## src/rtl/lbus_pkg.sv

```systemverilog
// lbus_pkg: shared command codes, FSM encoding, register map and byte-order helper for the local bus
package lbus_pkg;
  localparam logic [7:0] LBUS_CMD_RD = 8'h00;
  localparam logic [7:0] LBUS_CMD_WR = 8'h01;
  localparam logic [15:0] LBUS_ADDR_CTRL = 16'h0002;
  localparam logic [15:0] LBUS_ADDR_MODE = 16'h000c;
  localparam logic [15:0] LBUS_ADDR_KEY = 16'h0100;
  localparam logic [15:0] LBUS_ADDR_DIN = 16'h0140;
  localparam logic [15:0] LBUS_ADDR_DOUT = 16'h0180;
  localparam logic [15:0] LBUS_ADDR_ID = 16'hfffc;
  typedef enum logic [2:0] {IDLE, SEND, GAP, RD_WAIT, RD_HI, RD_GAP, RD_LO, DONE} lbus_state_t;
  function automatic logic [7:0] lbus_byte(input logic wr, input logic [15:0] addr, input logic [15:0] wdata, input logic [2:0] idx);
    return idx == 3'd0 ? (wr ? LBUS_CMD_WR : LBUS_CMD_RD) :
           idx == 3'd1 ? addr[15:8] :
           idx == 3'd2 ? addr[7:0] :
           idx == 3'd3 ? wdata[15:8] : wdata[7:0];
  endfunction
endpackage

```

## src/rtl/lbus_timeout_cnt.sv

```systemverilog
// lbus_timeout_cnt: counts consecutive stall cycles and flags the cycle that reaches TIMEOUT
module lbus_timeout_cnt #(
  parameter int TIMEOUT = 1023,
  parameter int TO_W = 10
) (
  input  logic CLK,
  input  logic RSTn,
  input  logic clr,
  input  logic en,
  output logic expired
);
  logic [TO_W-1:0] cnt;
  assign expired = en && cnt == TO_W'(TIMEOUT - 1);
  always_ff @(posedge CLK or negedge RSTn)
    if (!RSTn) cnt <= '0;
    else cnt <= clr ? '0 : en ? cnt + 1'b1 : cnt;
endmodule

```

## src/rtl/lbus_master.sv

```systemverilog
// lbus_master: byte-serial local bus initiator turning 16-bit register requests into HWE/HRE byte sequences
module lbus_master
  import lbus_pkg::*;
#(
  parameter int BYTE_GAP = 1,
  parameter int TIMEOUT = 1023,
  parameter int TO_W = 10
) (
  input  logic        CLK,
  input  logic        RSTn,
  input  logic        REQ_VALID,
  output logic        REQ_READY,
  input  logic        REQ_WRITE,
  input  logic [15:0] REQ_ADDR,
  input  logic [15:0] REQ_WDATA,
  output logic        RSP_VALID,
  output logic [15:0] RSP_RDATA,
  output logic        RSP_ERR,
  input  logic        DEVRDY,
  input  logic        RRDYn,
  input  logic        WRDYn,
  output logic        HWE,
  output logic        HRE,
  output logic [7:0]  HDOUT,
  input  logic [7:0]  HDIN
);
  lbus_state_t state;
  logic [2:0] idx;
  logic [3:0] gap_cnt;
  logic wr_q;
  logic [15:0] addr_q, wdata_q;
  logic [7:0] rd_hi;
  logic to_en, to_exp, last, adv;
  assign REQ_READY = (state == IDLE) & DEVRDY;
  assign last = idx == (wr_q ? 3'd4 : 3'd2);
  assign adv = ~WRDYn & ((state == SEND && BYTE_GAP == 0) ||
                         (state == GAP && {1'b0, gap_cnt} + 5'd1 >= 5'(BYTE_GAP)));
  // the timeout measures an unbroken stall, so any ready cycle restarts it
  assign to_en = (state == GAP && WRDYn) || ((state == RD_WAIT || (state == RD_LO && !HRE)) && RRDYn);
  lbus_timeout_cnt #(.TIMEOUT(TIMEOUT), .TO_W(TO_W)) u_to (
    .CLK(CLK), .RSTn(RSTn), .clr(~to_en), .en(to_en), .expired(to_exp)
  );
  always_ff @(posedge CLK or negedge RSTn)
    if (!RSTn) begin
      state <= IDLE;
      idx <= '0;
      gap_cnt <= '0;
      wr_q <= 1'b0;
      addr_q <= '0;
      wdata_q <= '0;
      rd_hi <= '0;
      HWE <= 1'b0;
      HRE <= 1'b0;
      HDOUT <= '0;
      RSP_VALID <= 1'b0;
      RSP_ERR <= 1'b0;
      RSP_RDATA <= '0;
    end else begin
      HWE <= 1'b0;
      HRE <= 1'b0;
      RSP_VALID <= 1'b0;
      RSP_ERR <= 1'b0;
      case (state)
        IDLE: if (REQ_VALID && DEVRDY) begin
          wr_q <= REQ_WRITE;
          addr_q <= REQ_ADDR;
          wdata_q <= REQ_WDATA;
          idx <= 3'd0;
          HDOUT <= lbus_byte(REQ_WRITE, REQ_ADDR, REQ_WDATA, 3'd0);
          HWE <= 1'b1;
          state <= SEND;
        end
        SEND, GAP: if (adv && last) begin
          state <= wr_q ? DONE : RD_WAIT;
          RSP_VALID <= wr_q;
        end else if (adv) begin
          idx <= idx + 3'd1;
          HDOUT <= lbus_byte(wr_q, addr_q, wdata_q, idx + 3'd1);
          HWE <= 1'b1;
          state <= SEND;
        end else if (state == SEND) begin
          gap_cnt <= '0;
          state <= GAP;
        end else if (to_exp) begin
          RSP_VALID <= 1'b1;
          RSP_ERR <= 1'b1;
          state <= DONE;
        end else if (gap_cnt != 4'hf) gap_cnt <= gap_cnt + 4'd1;
        RD_WAIT: if (!RRDYn) begin
          HRE <= 1'b1;
          state <= RD_HI;
        end else if (to_exp) begin
          RSP_VALID <= 1'b1;
          RSP_ERR <= 1'b1;
          state <= DONE;
        end
        RD_HI: begin
          rd_hi <= HDIN;
          gap_cnt <= '0;
          state <= RD_GAP;
        end
        RD_GAP: if (gap_cnt == 4'd1) state <= RD_LO;
          else gap_cnt <= gap_cnt + 4'd1;
        RD_LO: if (HRE) begin
          RSP_RDATA <= {rd_hi, HDIN};
          RSP_VALID <= 1'b1;
          state <= DONE;
        end else if (!RRDYn) HRE <= 1'b1;
        else if (to_exp) begin
          RSP_VALID <= 1'b1;
          RSP_ERR <= 1'b1;
          state <= DONE;
        end
        DONE: state <= IDLE;
        default: state <= IDLE;
      endcase
    end
endmodule

```

## config.mk

```make
export PLATFORM = sky130hd
export DESIGN_NAME = lbus_master
export DESIGN_NICKNAME = d
export VERILOG_FILES = /design/src/rtl/lbus_pkg.sv /design/src/rtl/lbus_timeout_cnt.sv /design/src/rtl/lbus_master.sv
export SDC_FILE = /design/constraint.sdc
export NUM_CORES = 1
export LEC_CHECK = 0
export BUFFER_PORTS_ARGS = -buffer_cell sky130_fd_sc_hd__buf_2
export CAP_MARGIN = 20
export CORE_ASPECT_RATIO = 1.5
export CORE_MARGIN = 2
export CORE_UTILIZATION = 50
export CTS_CLUSTER_SIZE = 25
export DETAILED_ROUTE_END_ITERATION = 8
export PLACE_DENSITY = 0.73
export SLEW_MARGIN = 40
export SYNTH_ARGS = -nofsm -noshare
export SYNTH_HDL_FRONTEND = slang
export SYNTH_SLANG_ARGS = --single-unit
```

## constraint.sdc

```tcl
create_clock -name CLK -period 6.6 [get_ports CLK]
set_clock_uncertainty 0.1 [all_clocks]
set_input_delay 1.32 -clock CLK [delete_from_list [all_inputs] [get_ports CLK]]
set_output_delay 1.32 -clock CLK [all_outputs]
set_load 0.005 [all_outputs]
```

==> impl_metrics.json, run 1 <==
{
  "cts-root-buf": "clkbuf_16",
  "die_h_um": 117.7,
  "grt_pass1_wl_um": 14650,
  "syn_area_per_cell_um2": 11.86,
  "hpwl_um": 6255,
  "syn_inst": 363,
  "pin_count": 76,
  "setup_tns_ns": 0,
  "first_global_vias": 3025,
  "slew_headroom_pct": 46.90,
  "vias": 3026,
  "finalSetupViolCount": 0,
  "netlist-cell-type-count": 55,
  "coreArea_um2": 8413,
  "drt-total-wl_um": 8712,
  "period_share_pct": 49.35,
  "drc_errors": 0,
  "layout.nets": 492,
  "final_common_cell": "dfrtp_1",
  "h-tree-depth": 3,
  "gp_congestion": 0.8929,
  "ant_nets": 0,
  "final_cell_mix": "dfrtp_1, buf_2, mux2_2",
  "synth_top_cell_area_share_pct": 51.71,
  "fillers": 709,
  "cts_hold_buffers": 0,
  "crit_family": "buffers and inverters",
  "grt_overflow": 0,
  "hold_violations": 0,
  "start_util_pct": 51.19,
  "cts_setup_buffers": 0,
  "ctsResizeCount": 0,
  "fp-row-count": 41,
  "viasPerCell": 5.532,
  "grt_max_degree": 57,
  "synth_area_um2": 4307,
  "status": "completed",
  "synth_top_area_cell": "dfrtp_1",
  "clock_latency_ns": 0.34,
  "drive_above_1_share_pct": 37.95,
  "synth_edf_count": 0,
  "crit_fanout": 3,
  "critPathRequiredTime_ns": 5.18,
  "critPathLaunchType": "input pin",
  "fin_crit_ns": 3.257,
  "cts_made_buffers": 9,
  "synth_nets": 420,
  "grt.total_usage_pct": 20.17,
  "p_leak_nw": 2.316,
  "synth_ff_type": "dfrtp_1",
  "die_w_um": 79.78,
  "yosysWarnings": 0,
  "die_area_um2": 9387,
  "hold_path.class": "reg2reg",
  "async_flop_share_pct": 100.0,
  "p_per_area_nw_per_um2": 466.2,
  "multi_input_area_um2": 1949,
  "syn_to_final_growth_pct": 17.23,
  "cts_tree": "done",
  "maxCapViolCount": 0,
  "cts.sinks": 89,
  "dpl_cell_area_um2": 4745,
  "io_buffers": 75,
  "critPathBufInv": 2,
  "grt_setup_unrepaired": "no",
  "synth-seq-cells": 89,
  "clockBufferDepth": 2,
  "drtPass1Iterations": 4,
  "antenna_found_initial": 0,
  "drt_iter0_markers": 234,
  "worst_path_largest_cell_delay_ns": 0.26,
  "slew_violations": 0,
  "cpMostUsedCell": "buf_2",
  "critPathSlowestCell": "nor4b_4",
  "seq_area_um2": 2227,
  "cp.arrival_ns": 1.84,
  "ir_drop_mv": 0.3306,
  "antenna_cells": 0,
  "ys_seq_area_share_pct": 51.71,
  "post_drt_wl_per_cell_um": 15.93,
  "clock.fmax_mhz": 307.0,
  "cp-end-kind": "primary output",
  "holdWs_ns": 0.3809,
  "synthTopCellsByArea": "dfrtp_1, mux2_2, ha_1, a21oi_1, nand2_1",
  "path_class": "in2out",
  "path_cells": "buf_2, nor4b_4, buf_2",
  "fin_area_um2": 5049,
  "path_clk_slew_ns": 0.06,
  "worst_slew_pin_slew_ns": 0.7966
}
==> layer usage <==
metal / part of all wire [%] / track usage [%] / up-vias
li1: - / - / 1459
met1: 39 / 23.19 / 1488
met2: 54 / 35.71 / 64
met3: 4.0 / 4.448 / 15
met4: 2.2 / 7.945 / 0
met5: 0 / 0 / -
==> synthesized netlist by cell type, types with 4 or more instances <==
cell type,instances
clkbuf_1,5
xnor2_1,4
o21ai_0,14
nand3_1,10
nand2_1,25
mux2_2,57
o221ai_1,9
inv_1,11
nor2b_1,13
nor3_1,4
o211ai_1,8
ha_1,10
a21oi_1,20
nand4_1,4
dfrtp_1,89
nor2_1,17
xor2_1,4
buf_2,6
==> registers in the layout, indices dropped and copies added (netlist names), 3 cells and up <==
| signal | flops |
|---|---|
| HDOUT | 8 |
| state | 3 |
| gap_cnt | 4 |
| u_to.cnt | 10 |
| addr_q | 16 |
| RSP_RDATA | 16 |
| idx | 3 |
| rd_hi | 8 |
| wdata_q | 16 |
==> cells by family (layout without fill, tap and decap cells) <==
kind of cell,Yosys count,after routing,share of synthesized area (%)
flip-flops,89,89,51.71
multiplexers,59,59,15.49
buffers and inverters,27,104,3.138
AO/OA/AOI/OAI,69,69,11.10
XOR/XNOR,8,8,1.627
AND/OR/NAND/NOR,101,101,14.03
adder cells (fa/ha/maj),10,10,2.905
==> worst register-to-register path: stages, from the launching register on <==
cell      delay (ns)
dfrtp_1         0.45
ha_1            0.23
ha_1            0.47
nor2b_1         0.55
a21oi_1         0.15
o221ai_1        0.28
o211ai_1        0.15
o21ai_0         0.18
==> power by group <==
| part | switching (mW) | internal, mW |
|---|---|---|
| combinational | 0.445 | 0.441 |
| sequential | 0.180 | 0.774 |
| clock | 0.210 | 0.304 |
| total | 0.835 | 1.52 |
==> layout make-up <==
cell class	instances	share of cell area (%)
well taps	107	2.652
clock inverters	6	1.289
flip-flops and latches	89	44.11
inverters	11	0.8178
multi-input cells	247	38.61
repair buffers	77	7.782
clock buffers	10	4.734
==> worst paths after layout <==
path	startpoint	end	slack [ns]	cells past startpoint
setup / recovery	DEVRDY	REQ_READY	3.34	3
hold / removal	HDOUT[4]$_DFFE_PN0P_	HDOUT[4]$_DFFE_PN0P_	0.38	2
setup reg to reg	idx[1]$_DFFE_PN0P_	HDOUT[4]$_DFFE_PN0P_	3.95	7
hold reg to reg	HDOUT[4]$_DFFE_PN0P_	HDOUT[4]$_DFFE_PN0P_	0.38	2
max in group asynchronous	RSTn	u_to.cnt[0]$_DFF_PN0_	4.52	2
min in group asynchronous	RSTn	wdata_q[7]$_DFFE_PN0P_	0.81	1
==> stage by stage <==
stage | setup WS (ns) | std cells | util [%] | power, mW
after detailed placement | 3.333 | 531 | 56.39 | 1.851
after global routing | 3.289 | 547 | 60.01 | 2.523
final | 3.343 | 547 | 60.01 | 2.354
after floorplan | 3.607 | 363 | - | 1.596
after global placement | 3.350 | 531 | 56.34 | 1.803
after CTS | 3.330 | 547 | 60.01 | 2.374
Power figures use the tool's default switching activity.
==> run 2: changes to the inputs <==
==> constraint.sdc (replaced) <==
create_clock -name CLK -period 3.2 [get_ports CLK]
set_clock_uncertainty 0.1 [all_clocks]
set_input_delay 0.64 -clock CLK [delete_from_list [all_inputs] [get_ports CLK]]
set_output_delay 0.64 -clock CLK [all_outputs]
set_load 0.005 [all_outputs]
==> impl_metrics.json, run 2 (synthesis gave the netlist of run 1 again) <==
{
  "critPathRequiredTime_ns": 3.33,
  "fillers": 706,
  "viasPerCell": 5.494,
  "clockBufferDepth": 2,
  "crit_fanout": 18,
  "critPathLaunchType": "flop",
  "cts.sinks": 89,
  "cts_hold_buffers": 0,
  "final_common_cell": "dfrtp_1",
  "fp-row-count": 41,
  "slew_headroom_pct": 47.65,
  "grt_pass1_wl_um": 14020,
  "gp_congestion": 0.9188,
  "hpwl_um": 6071,
  "die_w_um": 79.78,
  "layout.nets": 494,
  "final_cell_mix": "dfrtp_1, buf_2, mux2_2",
  "slew_violations": 0,
  "cp-end-kind": "flop",
  "dpl_cell_area_um2": 4758,
  "finalSetupViolCount": 0,
  "die_h_um": 117.7,
  "cts-root-buf": "clkbuf_16",
  "p_sw_mw": 1.681,
  "clock.fmax_mhz": 410.8,
  "cts_made_buffers": 9,
  "fin_crit_ns": 2.434,
  "ant_nets": 0,
  "antenna_found_initial": 0,
  "maxCapViolCount": 0,
  "syn_to_final_growth_pct": 17.43,
  "io_buffers": 75,
  "ctsResizeCount": 0,
  "finish.utilization_pct": 60.11,
  "drc_errors": 0,
  "first_global_vias": 2948,
  "p_seq_share_pct": 40.9,
  "clock_latency_ns": 0.33,
  "grt_overflow": 0,
  "drive_above_1_share_pct": 37.78,
  "pwr-share-comb_pct": 37.5,
  "intPower_mw": 3.154,
  "post-place-ws_ns": 0.7500,
  "p_per_area_nw_per_um2": 956.0,
  "holdWs_ns": 0.2581,
  "period_share_pct": 76.07,
  "status": "completed",
  "fin_ws_ns": 0.7657,
  "pin_count": 76,
  "p_clk_share_pct": 21.6,
  "drt_iter0_markers": 192,
  "reg_top3": "RSP_RDATA x16, addr_q x16, wdata_q x16",
  "grt_setup_unrepaired": "no",
  "ir_drop_mv": 0.5789,
  "cp.arrival_ns": 2.56,
  "drt-total-wl_um": 8402,
  "die_area_um2": 9387,
  "power.share.switching_pct": 34.77,
  "fin_area_um2": 5057,
  "post_drt_wl_per_cell_um": 15.30,
  "cts_tree": "done",
  "drtPass1Iterations": 4,
  "path_clk_slew_ns": 0.06,
  "hold_path.class": "in2async",
  "h-tree-depth": 3,
  "vias": 3016,
  "p_leak_nw": 2.327,
  "setup_tns_ns": 0,
  "worst_slew_pin_slew_ns": 0.7825,
  "ff2ff_setup_slack_ns": 0.77,
  "path_class": "reg2reg",
  "grt.total_usage_pct": 18.96,
  "antenna_cells": 0,
  "coreArea_um2": 8413,
  "hold_violations": 0,
  "cts_setup_buffers": 0,
  "start_util_pct": 51.19,
  "grt_max_degree": 90
}
[run 2: worst paths after layout]
| path | from | cells after the start | end |
|---|---|---|---|
| hold / removal | RSTn | 1 | wdata_q[6]$_DFFE_PN0P_ |
| setup / recovery | gap_cnt[0]$_DFFE_PN0P_ | 7 | HDOUT[0]$_DFFE_PN0P_ |
| min in group CLK | HDOUT[7]$_DFFE_PN0P_ | 2 | HDOUT[7]$_DFFE_PN0P_ |
| hold reg to reg | HDOUT[7]$_DFFE_PN0P_ | 2 | HDOUT[7]$_DFFE_PN0P_ |
| max in group asynchronous | RSTn | 1 | u_to.cnt[8]$_DFF_PN0_ |
| setup reg to reg | gap_cnt[0]$_DFFE_PN0P_ | 7 | HDOUT[0]$_DFFE_PN0P_ |
[run 2: layer usage]
layer  vias to the layer above  GRT usage [%]  share of wire [%]
met5                         -              0                  0
met4                         0          6.568                1.6
met3                         8          4.064                4.0
met2                        70          32.30                 53
met1                      1478          23.53                 41
li1                       1460              -                  -
[run 2: stage by stage]
step                      power, mW  std cells
final                         4.835        549
after global routing          5.183        549
after CTS                     4.889        549
after detailed placement      3.828        533
after global placement        3.751        533
after floorplan               3.292        363
[run 2: area by class of cell]
class	instances	area (um2)	area share (%)
inverter	11	41.29	0.8164
multi-input combinational	247	1944	38.45
clock buffer	11	242.7	4.800
clock inverter	5	53.80	1.064
sequential	89	2227	44.04
timing repair buffer	79	414.1	8.189
tap	107	133.9	2.647
[run 2: worst max-delay path, stage by stage, from the launching register on]
cell	delay, ns
dfrtp_1	0.44
inv_1	0.07
ha_1	0.32
nor4b_1	0.28
o21ai_1	0.19
a32oi_2	0.64
a311oi_1	0.11
a21o_1	0.18
[run 2: power by group through the flow]
| stage | combinational, mW | sequential (mW) | clock [mW] |
|---|---|---|---|
| after floorplan | 1.45 | 1.85 | 0 |
| final | 1.81 | 1.98 | 1.04 |
| after global routing | 2.02 | 2.05 | 1.11 |
| after global placement | 1.78 | 1.97 | 0 |
| after detailed placement | 1.83 | 2.00 | 0 |
| after CTS | 1.84 | 1.98 | 1.07 |
==> run 3: changes to the inputs <==
--- a/config.mk
+++ b/config.mk
@@ -12,7 +12,7 @@
 export CORE_UTILIZATION = 50
 export CTS_CLUSTER_SIZE = 25
 export DETAILED_ROUTE_END_ITERATION = 8
-export PLACE_DENSITY = 0.73
+export PLACE_DENSITY = 0.75
 export SLEW_MARGIN = 40
 export SYNTH_ARGS = -nofsm -noshare
 export SYNTH_HDL_FRONTEND = slang
==> constraint.sdc (replaced) <==
create_clock -name CLK -period 2 [get_ports CLK]
set_clock_uncertainty 0.1 [all_clocks]
set_input_delay 0.4 -clock CLK [delete_from_list [all_inputs] [get_ports CLK]]
set_output_delay 0.4 -clock CLK [all_outputs]
set_load 0.005 [all_outputs]
==> impl_metrics.json, run 3 (synthesis gave the netlist of run 1 again) <==
{
  "drtPass1Iterations": 4,
  "critPathLaunchType": "flop",
  "crit_fanout": 3,
  "pin_count": 76,
  "drt_iter0_markers": 193,
  "p_per_area_nw_per_um2": 1570,
  "final_cell_mix": "dfrtp_1, buf_2, mux2_2",
  "maxCapViolCount": 0,
  "clockBufferDepth": 2,
  "ir_drop_mv": 1.040,
  "reg2reg_depth": 7,
  "critPathRequiredTime_ns": 2.13,
  "holdWs_ns": 0.1831,
  "grt_setup_unrepaired": "yes",
  "power_mw": 8.910,
  "gp_congestion": 0.8989,
  "io_buffers": 75,
  "hold_path.class": "in2reg",
  "drive_above_1_share_pct": 50.20,
  "fin_crit_ns": 2.056,
  "hold_violations": 0,
  "vias": 3304,
  "violations": "negative setup slack",
  "path_class": "reg2reg",
  "instances_no_fill": 597,
  "cts-root-buf": "clkbuf_16",
  "h-tree-depth": 3,
  "viasPerCell": 5.534,
  "drc_errors": 0,
  "finalSetupViolCount": 3,
  "antenna_found_initial": 0,
  "die_h_um": 117.7,
  "post-place-ws_ns": -0.07055,
  "period_share_pct": 102.8,
  "die_w_um": 79.78,
  "dp.cells": 563,
  "slew_violations": 0,
  "final_common_cell": "dfrtp_1",
  "fp-row-count": 41,
  "cp.arrival_ns": 2.18,
  "p_leak_nw": 2.602,
  "setup_tns_ns": -0.07990,
  "post_drt_wl_per_cell_um": 16.04,
  "reg_top3": "RSP_RDATA x16, addr_q x16, wdata_q x16",
  "cts_tree": "done",
  "grt.total_usage_pct": 20.89,
  "drt-total-wl_um": 9575,
  "grt_max_degree": 66,
  "cts.sinks": 89,
  "first_global_vias": 3334,
  "start_util_pct": 51.19,
  "ant_nets": 0,
  "grt_overflow": 0,
  "status": "finished with violations",
  "die_area_um2": 9387,
  "worst_slew_pin_slew_ns": 0.4609,
  "fin_ws_ns": -0.05554,
  "coreArea_um2": 8413,
  "grt_pass1_wl_um": 15360,
  "hpwl_um": 6601,
  "syn_to_final_growth_pct": 31.75,
  "cts_made_buffers": 9,
  "antenna_cells": 0,
  "cp-end-kind": "flop",
  "hold_depth": 2,
  "slew_headroom_pct": 69.04,
  "path_clk_slew_ns": 0.07,
  "clock.fmax_mhz": 486.5,
  "clock_latency_ns": 0.34,
  "layout.nets": 542
}
## run 3: cell count changes in the layout (fill, tap and decap cells not counted), moves of 4 or more
cell	change
o21ai_0	-7
nand2_2	+8
buf_12	+4
buf_6	+6
nand2_1	-8
buf_4	+38
o21ai_1	+4
ha_1	-6
## run 3: worst max-delay path, cell delays in order, from the launching register on
cell     delay (ns)
dfrtp_1        0.39
inv_2          0.07
ha_4           0.12
nand4_1        0.11
or4b_1         0.53
o21a_2         0.27
nand2_4        0.07
mux2_4         0.29
## run 3: layout make-up
| cell class | count | area [um2] |
|---|---|---|
| clock inverter | 7 | 76.32 |
| multi-input combinational | 247 | 2105 |
| sequential | 89 | 2230 |
| tap | 107 | 133.9 |
| fill | 644 | 2739 |
| timing repair buffer | 127 | 863.3 |
| inverter | 11 | 41.29 |
| clock buffer | 9 | 225.2 |
## run 3: metrics by stage
stage,util [%],area [um2]
6_report,67.45,5674
5_1_grt,67.45,5674
4_1_cts,64.65,5439
3_5_place_dp,59.90,5040
3_3_place_gp,59.90,5040
2_1_floorplan,-,4330
## run 3: report_power, final
group,internal (mW),switching [mW],total [mW],leakage [nW]
Combinational,2.20,1.94,4.14,1.34
Clock,0.981,0.732,1.71,0.148
Sequential,2.56,0.496,3.06,1.12
Total,5.74,3.17,8.91,2.60
## run 3: metal layers
metal | global-route usage, % | up-vias | routed length, um
li1 | - | 1566 | -
met1 | 23.86 | 1642 | 3757
met2 | 36.34 | 75 | 5208
met3 | 4.908 | 21 | 330
met4 | 9.428 | 0 | 278
met5 | 0 | - | 0
## run 3: timing repair
| item | 4_1_cts | 5_1_grt |
|---|---|---|
| gates cloned | 0 | 2 |
| gates resized for setup | 10 | 40 |
| setup endpoints to repair | 15 | 21 |
| hold buffers | 1 | 0 |
| buffers inserted | 5 | 10 |
| pin swaps | 4 | 16 |
| hold endpoints to repair | 24 | 0 |
## run 3: path summary, 6_finish.rpt
check                                           start  slack (ns)                endpoint
min in group asynchronous                        RSTn        0.41    rd_hi[0]$_DFFE_PN0P_
worst min register to register   HDOUT[6]$_DFFE_PN0P_        0.40    HDOUT[6]$_DFFE_PN0P_
worst min-delay path                      REQ_ADDR[0]        0.18   addr_q[0]$_DFFE_PN0P_
max in group asynchronous                        RSTn        0.73    state[0]$_DFFE_PN0P_
worst max-delay path            u_to.cnt[0]$_DFF_PN0_       -0.06  gap_cnt[0]$_DFFE_PN0P_
worst max register to register  u_to.cnt[0]$_DFF_PN0_       -0.06  gap_cnt[0]$_DFFE_PN0P_
